File: src/rtl/lrck_period_meter_pkg.sv
// Shared definitions for the LRCK period meter: FSM state encoding and a
// constant-evaluable clog2 used to size the edge counter.
package lrck_period_meter_pkg;

    typedef enum logic [1:0] {
        ST_IDLE = 2'd0,
        ST_ARM  = 2'd1,
        ST_MEAS = 2'd2
    } state_t;

    function automatic int clog2(input int value);
        int res;
        int rem;
        res = 0;
        rem = value - 1;
        while (rem > 0) begin
            res = res + 1;
            rem = rem >> 1;
        end
        return res;
    endfunction

endpackage

File: src/rtl/lrck_period_meter_if.sv
// Control/status bundle between the rate-detect consumer and the period meter.
interface lrck_period_meter_if #(parameter int WIDTH = 16);
    logic             ref_i;
    logic             en_i;
    logic             start_i;
    logic             cont_i;
    logic             busy_o;
    logic             valid_o;
    logic             timeout_o;
    logic [WIDTH-1:0] dat_o;

    modport master (output ref_i, en_i, start_i, cont_i,
                    input  busy_o, valid_o, timeout_o, dat_o);
    modport slave  (input  ref_i, en_i, start_i, cont_i,
                    output busy_o, valid_o, timeout_o, dat_o);
endinterface

File: src/rtl/lrck_period_meter_ref_sync_edge.sv
// Brings an asynchronous audio clock into clk_i and flags its rising edges;
// the pulse is seen by downstream logic at the 3rd clk_i edge after the rise.
module lrck_period_meter_ref_sync_edge (
    input  logic clk_i,
    input  logic rst_n_i,
    input  logic ref_i,
    output logic redge_o
);
    logic meta_r;
    logic sync_r;
    logic dly_r;

    // Two-stage synchronizer followed by a delay flop for edge detection
    always_ff @(posedge clk_i or negedge rst_n_i) begin
        if (!rst_n_i) begin
            meta_r <= 1'b0;
            sync_r <= 1'b0;
            dly_r  <= 1'b0;
        end else begin
            meta_r <= ref_i;
            sync_r <= meta_r;
            dly_r  <= sync_r;
        end
    end

    assign redge_o = sync_r & ~dly_r;
endmodule

File: src/rtl/lrck_period_meter.sv
// Measures how many clk_i cycles span EDGES periods of an asynchronous LRCK,
// reporting a valid result or a saturation timeout.
module lrck_period_meter
    import lrck_period_meter_pkg::*;
#(
    parameter int WIDTH = 16,
    parameter int EDGES = 8
) (
    input  logic                 clk_i,
    input  logic                 rst_n_i,
    lrck_period_meter_if.slave   bus
);
    localparam int EW = clog2(EDGES + 1);
    localparam logic [WIDTH-1:0] CNT_ZERO  = {WIDTH{1'b0}};
    localparam logic [WIDTH-1:0] CNT_ONE   = WIDTH'(1);
    localparam logic [WIDTH-1:0] CNT_MAX   = {WIDTH{1'b1}};
    localparam logic [EW-1:0]    ECNT_ZERO = {EW{1'b0}};
    localparam logic [EW-1:0]    ECNT_ONE  = EW'(1);
    localparam logic [EW-1:0]    ECNT_LAST = EW'(EDGES - 1);

    state_t           state_r, state_nx;
    logic [WIDTH-1:0] cnt_r, cnt_nx;
    logic [WIDTH-1:0] dat_r, dat_nx;
    logic [EW-1:0]    ecnt_r, ecnt_nx;
    logic             valid_r, valid_nx;
    logic             timeout_r, timeout_nx;
    logic             busy_r;
    logic             redge_s;
    logic             sat_s;
    logic [WIDTH-1:0] cnt_inc_s;

    lrck_period_meter_ref_sync_edge u_ref_sync (
        .clk_i   (clk_i),
        .rst_n_i (rst_n_i),
        .ref_i   (bus.ref_i),
        .redge_o (redge_s)
    );

    // The counter never wraps: once saturated it holds until the FSM acts
    assign sat_s     = (cnt_r == CNT_MAX);
    assign cnt_inc_s = sat_s ? cnt_r : (cnt_r + CNT_ONE);

    // State register
    always_ff @(posedge clk_i or negedge rst_n_i) begin
        if (!rst_n_i) begin
            state_r <= ST_IDLE;
        end else begin
            state_r <= state_nx;
        end
    end

    // Next-state, counter and result decode; a ref edge beats saturation
    always_comb begin
        state_nx   = state_r;
        cnt_nx     = cnt_r;
        ecnt_nx    = ecnt_r;
        dat_nx     = dat_r;
        valid_nx   = 1'b0;
        timeout_nx = 1'b0;
        if (!bus.en_i) begin
            state_nx = ST_IDLE;
            cnt_nx   = CNT_ZERO;
            ecnt_nx  = ECNT_ZERO;
        end else begin
            case (state_r)
                ST_IDLE: begin
                    if (bus.start_i) begin
                        state_nx = ST_ARM;
                        cnt_nx   = CNT_ZERO;
                        ecnt_nx  = ECNT_ZERO;
                    end else begin
                        state_nx = ST_IDLE;
                    end
                end
                ST_ARM: begin
                    if (redge_s) begin
                        state_nx = ST_MEAS;
                        cnt_nx   = CNT_ZERO;
                        ecnt_nx  = ECNT_ZERO;
                    end else if (sat_s) begin
                        state_nx   = bus.cont_i ? ST_ARM : ST_IDLE;
                        dat_nx     = CNT_MAX;
                        timeout_nx = 1'b1;
                        cnt_nx     = CNT_ZERO;
                    end else begin
                        cnt_nx = cnt_inc_s;
                    end
                end
                ST_MEAS: begin
                    if (redge_s) begin
                        if (ecnt_r == ECNT_LAST) begin
                            // Closing edge doubles as the arming edge in continuous mode
                            state_nx = bus.cont_i ? ST_MEAS : ST_IDLE;
                            dat_nx   = sat_s ? CNT_MAX : (cnt_r + CNT_ONE);
                            valid_nx = 1'b1;
                            cnt_nx   = CNT_ZERO;
                            ecnt_nx  = ECNT_ZERO;
                        end else begin
                            ecnt_nx = ecnt_r + ECNT_ONE;
                            cnt_nx  = cnt_inc_s;
                        end
                    end else if (sat_s) begin
                        state_nx   = bus.cont_i ? ST_ARM : ST_IDLE;
                        dat_nx     = CNT_MAX;
                        timeout_nx = 1'b1;
                        cnt_nx     = CNT_ZERO;
                        ecnt_nx    = ECNT_ZERO;
                    end else begin
                        cnt_nx = cnt_inc_s;
                    end
                end
                default: begin
                    state_nx = ST_IDLE;
                    cnt_nx   = CNT_ZERO;
                    ecnt_nx  = ECNT_ZERO;
                end
            endcase
        end
    end

    // Datapath and registered outputs
    always_ff @(posedge clk_i or negedge rst_n_i) begin
        if (!rst_n_i) begin
            cnt_r     <= CNT_ZERO;
            ecnt_r    <= ECNT_ZERO;
            dat_r     <= CNT_ZERO;
            valid_r   <= 1'b0;
            timeout_r <= 1'b0;
            busy_r    <= 1'b0;
        end else begin
            cnt_r     <= cnt_nx;
            ecnt_r    <= ecnt_nx;
            dat_r     <= dat_nx;
            valid_r   <= valid_nx;
            timeout_r <= timeout_nx;
            busy_r    <= (state_nx != ST_IDLE);
        end
    end

    assign bus.busy_o    = busy_r;
    assign bus.valid_o   = valid_r;
    assign bus.timeout_o = timeout_r;
    assign bus.dat_o     = dat_r;
endmodule

File: src/flat_wrapper.sv
// flat-port wrapper written by rule: the top's interface ports become plain ports
module lrck_period_meter_flat import lrck_period_meter_pkg::*;
#(
    parameter int WIDTH = 16,
    parameter int EDGES = 8
)
  (clk_i, rst_n_i, bus_ref_i, bus_en_i, bus_start_i, bus_cont_i, bus_busy_o, bus_valid_o, bus_timeout_o, bus_dat_o);
  lrck_period_meter_if #(.WIDTH(WIDTH)) bus_i ();
  input  logic clk_i;
  input  logic rst_n_i;
  input wire logic [$bits(bus_i.ref_i)-1:0] bus_ref_i;
  input wire logic [$bits(bus_i.en_i)-1:0] bus_en_i;
  input wire logic [$bits(bus_i.start_i)-1:0] bus_start_i;
  input wire logic [$bits(bus_i.cont_i)-1:0] bus_cont_i;
  output wire logic [$bits(bus_i.busy_o)-1:0] bus_busy_o;
  output wire logic [$bits(bus_i.valid_o)-1:0] bus_valid_o;
  output wire logic [$bits(bus_i.timeout_o)-1:0] bus_timeout_o;
  output wire logic [$bits(bus_i.dat_o)-1:0] bus_dat_o;
  assign bus_i.ref_i = bus_ref_i;
  assign bus_i.en_i = bus_en_i;
  assign bus_i.start_i = bus_start_i;
  assign bus_i.cont_i = bus_cont_i;
  assign bus_busy_o = bus_i.busy_o;
  assign bus_valid_o = bus_i.valid_o;
  assign bus_timeout_o = bus_i.timeout_o;
  assign bus_dat_o = bus_i.dat_o;
  lrck_period_meter #(.WIDTH(WIDTH), .EDGES(EDGES)) u_core (.clk_i(clk_i), .rst_n_i(rst_n_i), .bus(bus_i));
endmodule
File: config.mk
export PLATFORM = sky130hd
export DESIGN_NAME = lrck_period_meter_flat
export DESIGN_NICKNAME = d
export VERILOG_FILES = /design/src/rtl/lrck_period_meter_pkg.sv /design/src/rtl/lrck_period_meter_if.sv /design/src/rtl/lrck_period_meter_ref_sync_edge.sv /design/src/rtl/lrck_period_meter.sv /design/src/flat_wrapper.sv
export SDC_FILE = /design/constraint.sdc
export NUM_CORES = 1
export LEC_CHECK = 0
export CAP_MARGIN = 20
export CORE_MARGIN = 3
export CORE_UTILIZATION = 51
export DETAILED_ROUTE_END_ITERATION = 10
export HOLD_SLACK_MARGIN = 0.06
export PLACE_DENSITY = 0.76
export SYNTH_ARGS = -nofsm -noshare
export SYNTH_HDL_FRONTEND = slang
export SYNTH_HIERARCHICAL = 1
export SYNTH_SLANG_ARGS = --single-unit
export TNS_END_PERCENT = 5
File: constraint.sdc
create_clock -name clk_i -period 2.1 [get_ports clk_i]
set_clock_uncertainty 0.2 [all_clocks]
set_input_delay 0.42 -clock clk_i [delete_from_list [all_inputs] [get_ports clk_i]]
set_output_delay 0.42 -clock clk_i [all_outputs]
set_load 0.03 [all_outputs]
# Word level (Yosys, flattened, before mapping)
# Index checks and enable logic that the tools add are counted.
[classes]
reduce_logical = 6
n_mux = 38
bitwise = 2
eq_ne = 9
add_sub_neg = 2
[ops]
columns = ["op", "count"]
rows = [
  ["two-way mux 16 bit", 12],
  ["one-hot mux 16 bit (3 select lines)", 1],
  ["one-hot mux 16 bit (2 select lines)", 1],
  ["two-way mux 4 bit", 6],
  ["adder 16 x 1 -> 16 bit (second input constant)", 1],
  ["equality test 16 bit (second input constant)", 1],
  ["two-way mux 2 bit", 6],
  ["one-hot mux 4 bit (3 select lines)", 1],
  ["two-way mux 1 bit", 10],
  ["!= test 3 bit (second input constant)", 2],
  ["one-hot mux 2 bit (3 select lines)", 1],
  ["adder 4 x 1 -> 4 bit (second input constant)", 1],
  ["equality test 4 x 3 -> 1 bit (second input constant)", 1],
  ["!= test 4 x 2 -> 1 bit (second input constant)", 1],
  ["AND reduction 4 bit", 1],
  ["nonzero test 2 bit", 2],
  ["!= test 3 x 2 -> 1 bit (second input constant)", 1],
  ["AND reduction 3 bit", 1],
  ["equality test 2 x 1 -> 1 bit (second input constant)", 1],
  ["equality test 2 bit (second input constant)", 1],
  ["zero test 2 bit", 1],
  ["!= test 2 bit (second input constant)", 1],
  ["OR reduction 2 bit", 1],
  ["bitwise AND 1 bit", 1],
  ["inverter 1 bit", 1],
]
[word_totals]
in_bits = 6
regBits = 44
word_cells = 67
out_inout_bits = 19

# Logic depth before layout (Yosys ltp)
[logic_depth]
word_depth = 6
ltp_mapped = 8
ltp_nobuf = 8

# Hierarchy
# Netlist, hierarchy kept.
[by_module_without_submodules]
columns = ["mod", "n_inst", "area_each_um2", "seq_area_each_um2", "cells_per_inst"]
rows = [
  ["lrck_period_meter", 1, 2356.0, 1026.0, 250],
  ["lrck_period_meter_ref_sync_edge", 1, 88.8, 75.1, 4],
]

# Worst setup path before layout
# Ideal clock, no wire load.
[synth_timing]
path_kind = "register -> register"
from = "reg u_core.cnt_r[0]"
to = "reg u_core.cnt_r[5]"
stages_incl_launch_ff = 7
setup_time_ns = 0.121
setup_slack_ns = -0.163
period_less_slack_ns = 2.263
required_time_ns = 1.779
arrival_ns = 1.942
n_path_buf = 1
cell_sequence = "dfrtp_1 ha_1 nand4_4 or4_4 a22o_1 buf_6 a22o_1"
[synth_between]
elab_chain_cells = 6
word_cells_on_any_way = 9
classes_between = "add/sub (1); eq/ne (1); mux (7)"
[synth_lines]
columns = ["element", "line", "text"]
rows = [
  ["start: declaration", "lrck_period_meter.sv:22", "logic [WIDTH-1:0] cnt_r, cnt_nx;"],
  ["start signal: assignment", "lrck_period_meter.sv:131", "cnt_r <= cnt_nx;"],
  ["adder 16 x 1 -> 16 bit / equality test 16 bit (equally long branches)", "lrck_period_meter.sv:41, lrck_period_meter.sv:40", ""],
  ["two-way mux 16 bit", "lrck_period_meter.sv:41", "assign cnt_inc_s = sat_s ? cnt_r : (cnt_r + CNT_ONE);"],
  ["two-way mux 16 bit (on tied branches)", "lrck_period_meter.sv:80, lrck_period_meter.sv:102, lrck_period_meter.sv:91", ""],
  ["two-way mux 16 bit (on tied branches)", "lrck_period_meter.sv:90, lrck_period_meter.sv:76", ""],
  ["one-hot mux 16 bit (3 select lines) *", "lrck_period_meter.sv:65", "case (state_r)"],
  ["two-way mux 16 bit *", "lrck_period_meter.sv:60", "if (!bus.en_i) begin"],
]
# Mark *: on every way between the ends. The rest lies on a longest branch, timed or not.
# A chain may end at the register's enable or synchronous reset.

# Final worst setup path
[layout_timing]
from = "reg u_core.ecnt_r[1]"
to = "reg u_core.busy_r (netlist: u_core/bus.busy_o)"
[layout_between]
elab_chain_cells = 6
[layout_lines]
columns = ["element", "line", "text"]
rows = [
  ["start: declaration", "lrck_period_meter.sv:24", "logic [EW-1:0] ecnt_r, ecnt_nx;"],
  ["start signal: assignment", "lrck_period_meter.sv:132", "ecnt_r <= ecnt_nx;"],
  ["equality test 4 x 3 -> 1 bit", "lrck_period_meter.sv:91", "if (ecnt_r == ECNT_LAST) begin"],
  ["two-way mux 2 bit", "lrck_period_meter.sv:91", ""],
  ["two-way mux 2 bit", "lrck_period_meter.sv:90", "if (redge_s) begin"],
  ["one-hot mux 2 bit (3 select lines)", "lrck_period_meter.sv:65", ""],
  ["two-way mux 2 bit", "lrck_period_meter.sv:60", ""],
  ["net u_core.state_nx[1]", "lrck_period_meter.sv:21", "state_t state_r, state_nx;"],
  ["nonzero test 2 bit", "lrck_period_meter.sv:136", "busy_r <= (state_nx != ST_IDLE);"],
  ["end signal: assignment", "lrck_period_meter.sv:136", ""],
  ["end: declaration", "lrck_period_meter.sv:27", "logic busy_r;"],
]
# The timed path passes the listed nets, and every way through them passes these cells.

==> run_results.csv <==
group,metric,value,unit
outcome,status,"finished, violations left",
outcome,violations,"setup timing",
yosys,yosysUniqueCellTypes,52,
die,die_w,75.24,µm
cells_and_area,syn_to_final_growth,36.54,%
detailed_routing,drtIter0Drc,166,
timing,layout_setup_ws,-0.05140,ns
yosys,synthArstFlopShare,100.0,%
hold_path,hp-start,"u_core/u_ref_sync/meta_r",
detailed_routing,wire_per_inst,16.93,µm
cells_and_area,post-route-util,74.11,%
cells_and_area,fill_cells,319,
setup_path,r2r-end,"u_core/bus.busy_o",
cells_and_area,antennaDiodeCount,0,
yosys,syn_avg_cell_area,9.625,µm²
yosys,syn_area,2445,µm²
clock_network,cts_buffer_depth,2,
setup_path,reg2reg_from,"u_core/ecnt_r[1]",
die,io_pins,25,
clock_network,cts_root_buffer,"clkbuf_8",
yosys,synthCells,254,
cells_and_area,drive_gt1_share,29.00,%
detailed_routing,vias_per_cell,5.869,
setup_path,required,2.08,ns
setup_path,reg2reg_depth,6,
cells_and_area,final_nets,344,
clock_network,cts_max_level,2,
flow_run,cap_violations,0,
pwr,cellPowerDensity,458.9,nW/µm²
setup_path,crit_start,"u_core/ecnt_r[1]",
global_route,antenna_found_initial,0,
timing,tightestPinTransition,0.5201,ns
die,std_cell_rows,24,
timing,fin_crit,2.151,ns
yosys,synth_ff_type,"dfrtp_1",
timing,max-slew-margin-rel,65.33,%
yosys,synth.ff_latch_count,44,
cells_and_area,fin_area,3338,µm²
setup_path,rrSetupSlack,-0.05,ns
clock_network,path_clk_slew,0.08,ns
die,die_y,75.24,µm
detailed_routing,drcViolationCount,0,
hold_path,hold_path_end,"u_core/u_ref_sync/sync_r",
timing,max_freq,464.8,MHz
cells_and_area,stdcell_count,383,
setup_path,path_class,"reg2reg",
global_route,grtUsageTotal,24.05,%
detailed_routing,drt-pass1-iter-count,4,
clock_network,clk_latency,0.30,ns
detailed_routing,drtAntennaViolNets,0,
global_route,grt_pass1_vias,2161,
yosys,ys_warn_count,6,
setup_path,startpoint_type,"flop",
hold_path,hp-class,"reg2reg",
hold_path,hold_depth,0,
detailed_routing,vias,2248,
clock_network,cts-buffers-inserted,5,
timing,setup_tns,-0.05994,ns
timing,drv_slew,0,
die,core-area,4504,µm²
yosys,ys_seq_area_share,45.04,%
timing,setup_viol,3,
placed_design,hpwlAfterDp,4380,µm
timing,rsz0062_at_grt,"true",
setup_path,arrival,2.14,ns
global_route,grt-ovfl-total,0,
pwr,ir_drop,0.0003279,V
placed_design,io_buffer_count,24,
die,start_util,54.28,%
clock_network,clock_sinks,44,
yosys,synth_edf_count,0,
pwr,power.leakage,1.531,nW
placed_design,postPlaceCellArea,3050,µm²
placed_design,pre_cts_ws,-0.1652,ns
placed_design,place_congestion,0.8789,
clock_network,tritoncts,"yes",
setup_path,critPathCaptureType,"flop",
placed_design,dp_cells,363,
timing,whs,0.1520,ns
global_route,grt_max_degree,24,
detailed_routing,wl,6484,µm
timing,hold_violations,0,
global_route,grt_pass1_wl,10300,µm
yosys,synthesis.nets,268,
die,die_area,5660,µm²
timing,timing.final.crit_share,102.4,%
setup_path,critPathMaxFanout,5,
pwr,total_power,1.532,mW
routing by layer:
metal | vias to the layer above | track usage (%) | share of wire (%) | wire (µm)
li1 | 1068 | - | - | -
met1 | 1092 | 33.31 | 43 | 2808
met2 | 76 | 38.49 | 50 | 3231
met3 | 12 | 4.539 | 5.1 | 328
met4 | 0 | 7.184 | 1.8 | 115
met5 | - | 0 | 0 | 0
synth_stat cells, drive strengths merged, types with 2 or more instances:
library cell  instances  share of area, %
a22oi                 4               1.8
a21o                  6               1.8
nor4                  5               1.9
ha                    8               4.1
and3                  4               1.0
nor3                  6               1.4
o22ai                 2              0.51
a31oi                 4               1.0
o2bb2ai               2              0.72
nand3b                2              0.61
nor2b                 4               1.3
nand2                18               2.8
a22o                  2              0.72
or2                   2              0.51
nand2b                3              0.77
or4                   2              0.77
o21ai                14               2.9
nand4                 8               2.9
o22a                  3               1.1
buf                   7               1.9
nand3                11               2.5
dfrtp                44                45
inv                   7               1.1
xnor2                 9               3.2
clkbuf                7               1.1
and2                  3              0.77
a21oi                28               5.7
xor2                  4               1.4
nor2                 21               3.2
and4                  2              0.72
placed cells by master, fill, tap and decap left out, types with 3 or more instances in the layout:
cell,netlist,layout
buf_4,0,54
dfrtp_1,44,43
a21oi_1,28,28
clkdlybuf4s50_1,0,22
nor2_1,21,21
nand2_1,18,17
o21ai_0,11,10
nand3_1,10,10
xnor2_1,9,9
clkbuf_8,0,6
nand4_1,6,6
inv_1,7,6
a21o_1,6,6
nor3_1,5,5
xor2_1,4,4
nor4_1,4,4
ha_1,8,4
a22oi_1,3,3
nand2b_1,3,3
and3_1,4,3
o21ai_1,3,3
and2_1,3,3
a31oi_1,4,3
o22a_1,3,3
ha_2,0,3
buf_6,2,3
worst max-delay path by stage:
| stage | end | slack (ns) | depth (start not counted) |
|---|---|---|---|
| 2_1_floorplan | u_core/cnt_r[5] | -0.05 | 6 |
| 3_3_place_gp | u_core/cnt_r[5] | -0.11 | 6 |
| 3_5_place_dp | u_core/cnt_r[5] | -0.17 | 6 |
| 4_1_cts | u_core/ecnt_r[2] | -0.07 | 7 |
| 5_1_grt | u_core/bus.busy_o | -0.15 | 6 |
| 6_report | u_core/bus.busy_o | -0.05 | 6 |
logic make-up after synthesis:
kind of cell	count (synthesis)	synth area share, %
buf+inv	21	4.094
simple gates	96	22.93
xor+xnor	13	4.657
flops	44	45.04
compound gates	71	18.78
mux	1	0.4094
fa+ha+maj	8	4.094
state kept, by name (all words and copies together) (netlist names):
register	count
u_core/state_r	2
u_core/bus.timeout_o	1
u_core/bus.busy_o	1
u_core/u_ref_sync/dly_r	1
u_core/u_ref_sync/meta_r	1
u_core/bus.valid_o	1
u_core/cnt_r	16
u_core/ecnt_r	4
u_core/u_ref_sync/sync_r	1
u_core/bus.dat_o	16
where the power goes:
group          total, mW  internal (mW)  switching [mW]  leakage, nW
clock              0.546          0.263           0.283       0.0510
combinational      0.130         0.0562          0.0741        0.875
sequential         0.856          0.852         0.00353        0.605
repair_timing:
item | in CTS | in global routing
resized for setup | 3 | 22
pin swaps | 3 | 5
hold endpoints to repair | 21 | 0
endpoints found under the setup margin | 27 | 21
cloned | 0 | 0
hold buffers | 1 | 0
buffers inserted | 3 | 8
cell type report:
| type | count | area (µm²) | share of cell area (%) |
|---|---|---|---|
| inverter | 7 | 26.28 | 0.7871 |
| multi-input combinational | 189 | 1345 | 40.29 |
| sequential | 44 | 1102 | 33.02 |
| clock inverter | 2 | 10.01 | 0.2999 |
| tap | 52 | 65.06 | 1.949 |
| clock buffer | 6 | 82.58 | 2.474 |
| timing repair buffer | 83 | 706.9 | 21.18 |
critical path, stage by stage, from the launching register on:
cell,delay [ns]
dfrtp_1,0.37
ha_2,0.20
nand3b_1,0.19
or3b_2,0.49
a21oi_1,0.21
nor3_1,0.11
or2_2,0.28
Power figures use the tool's default switching activity.
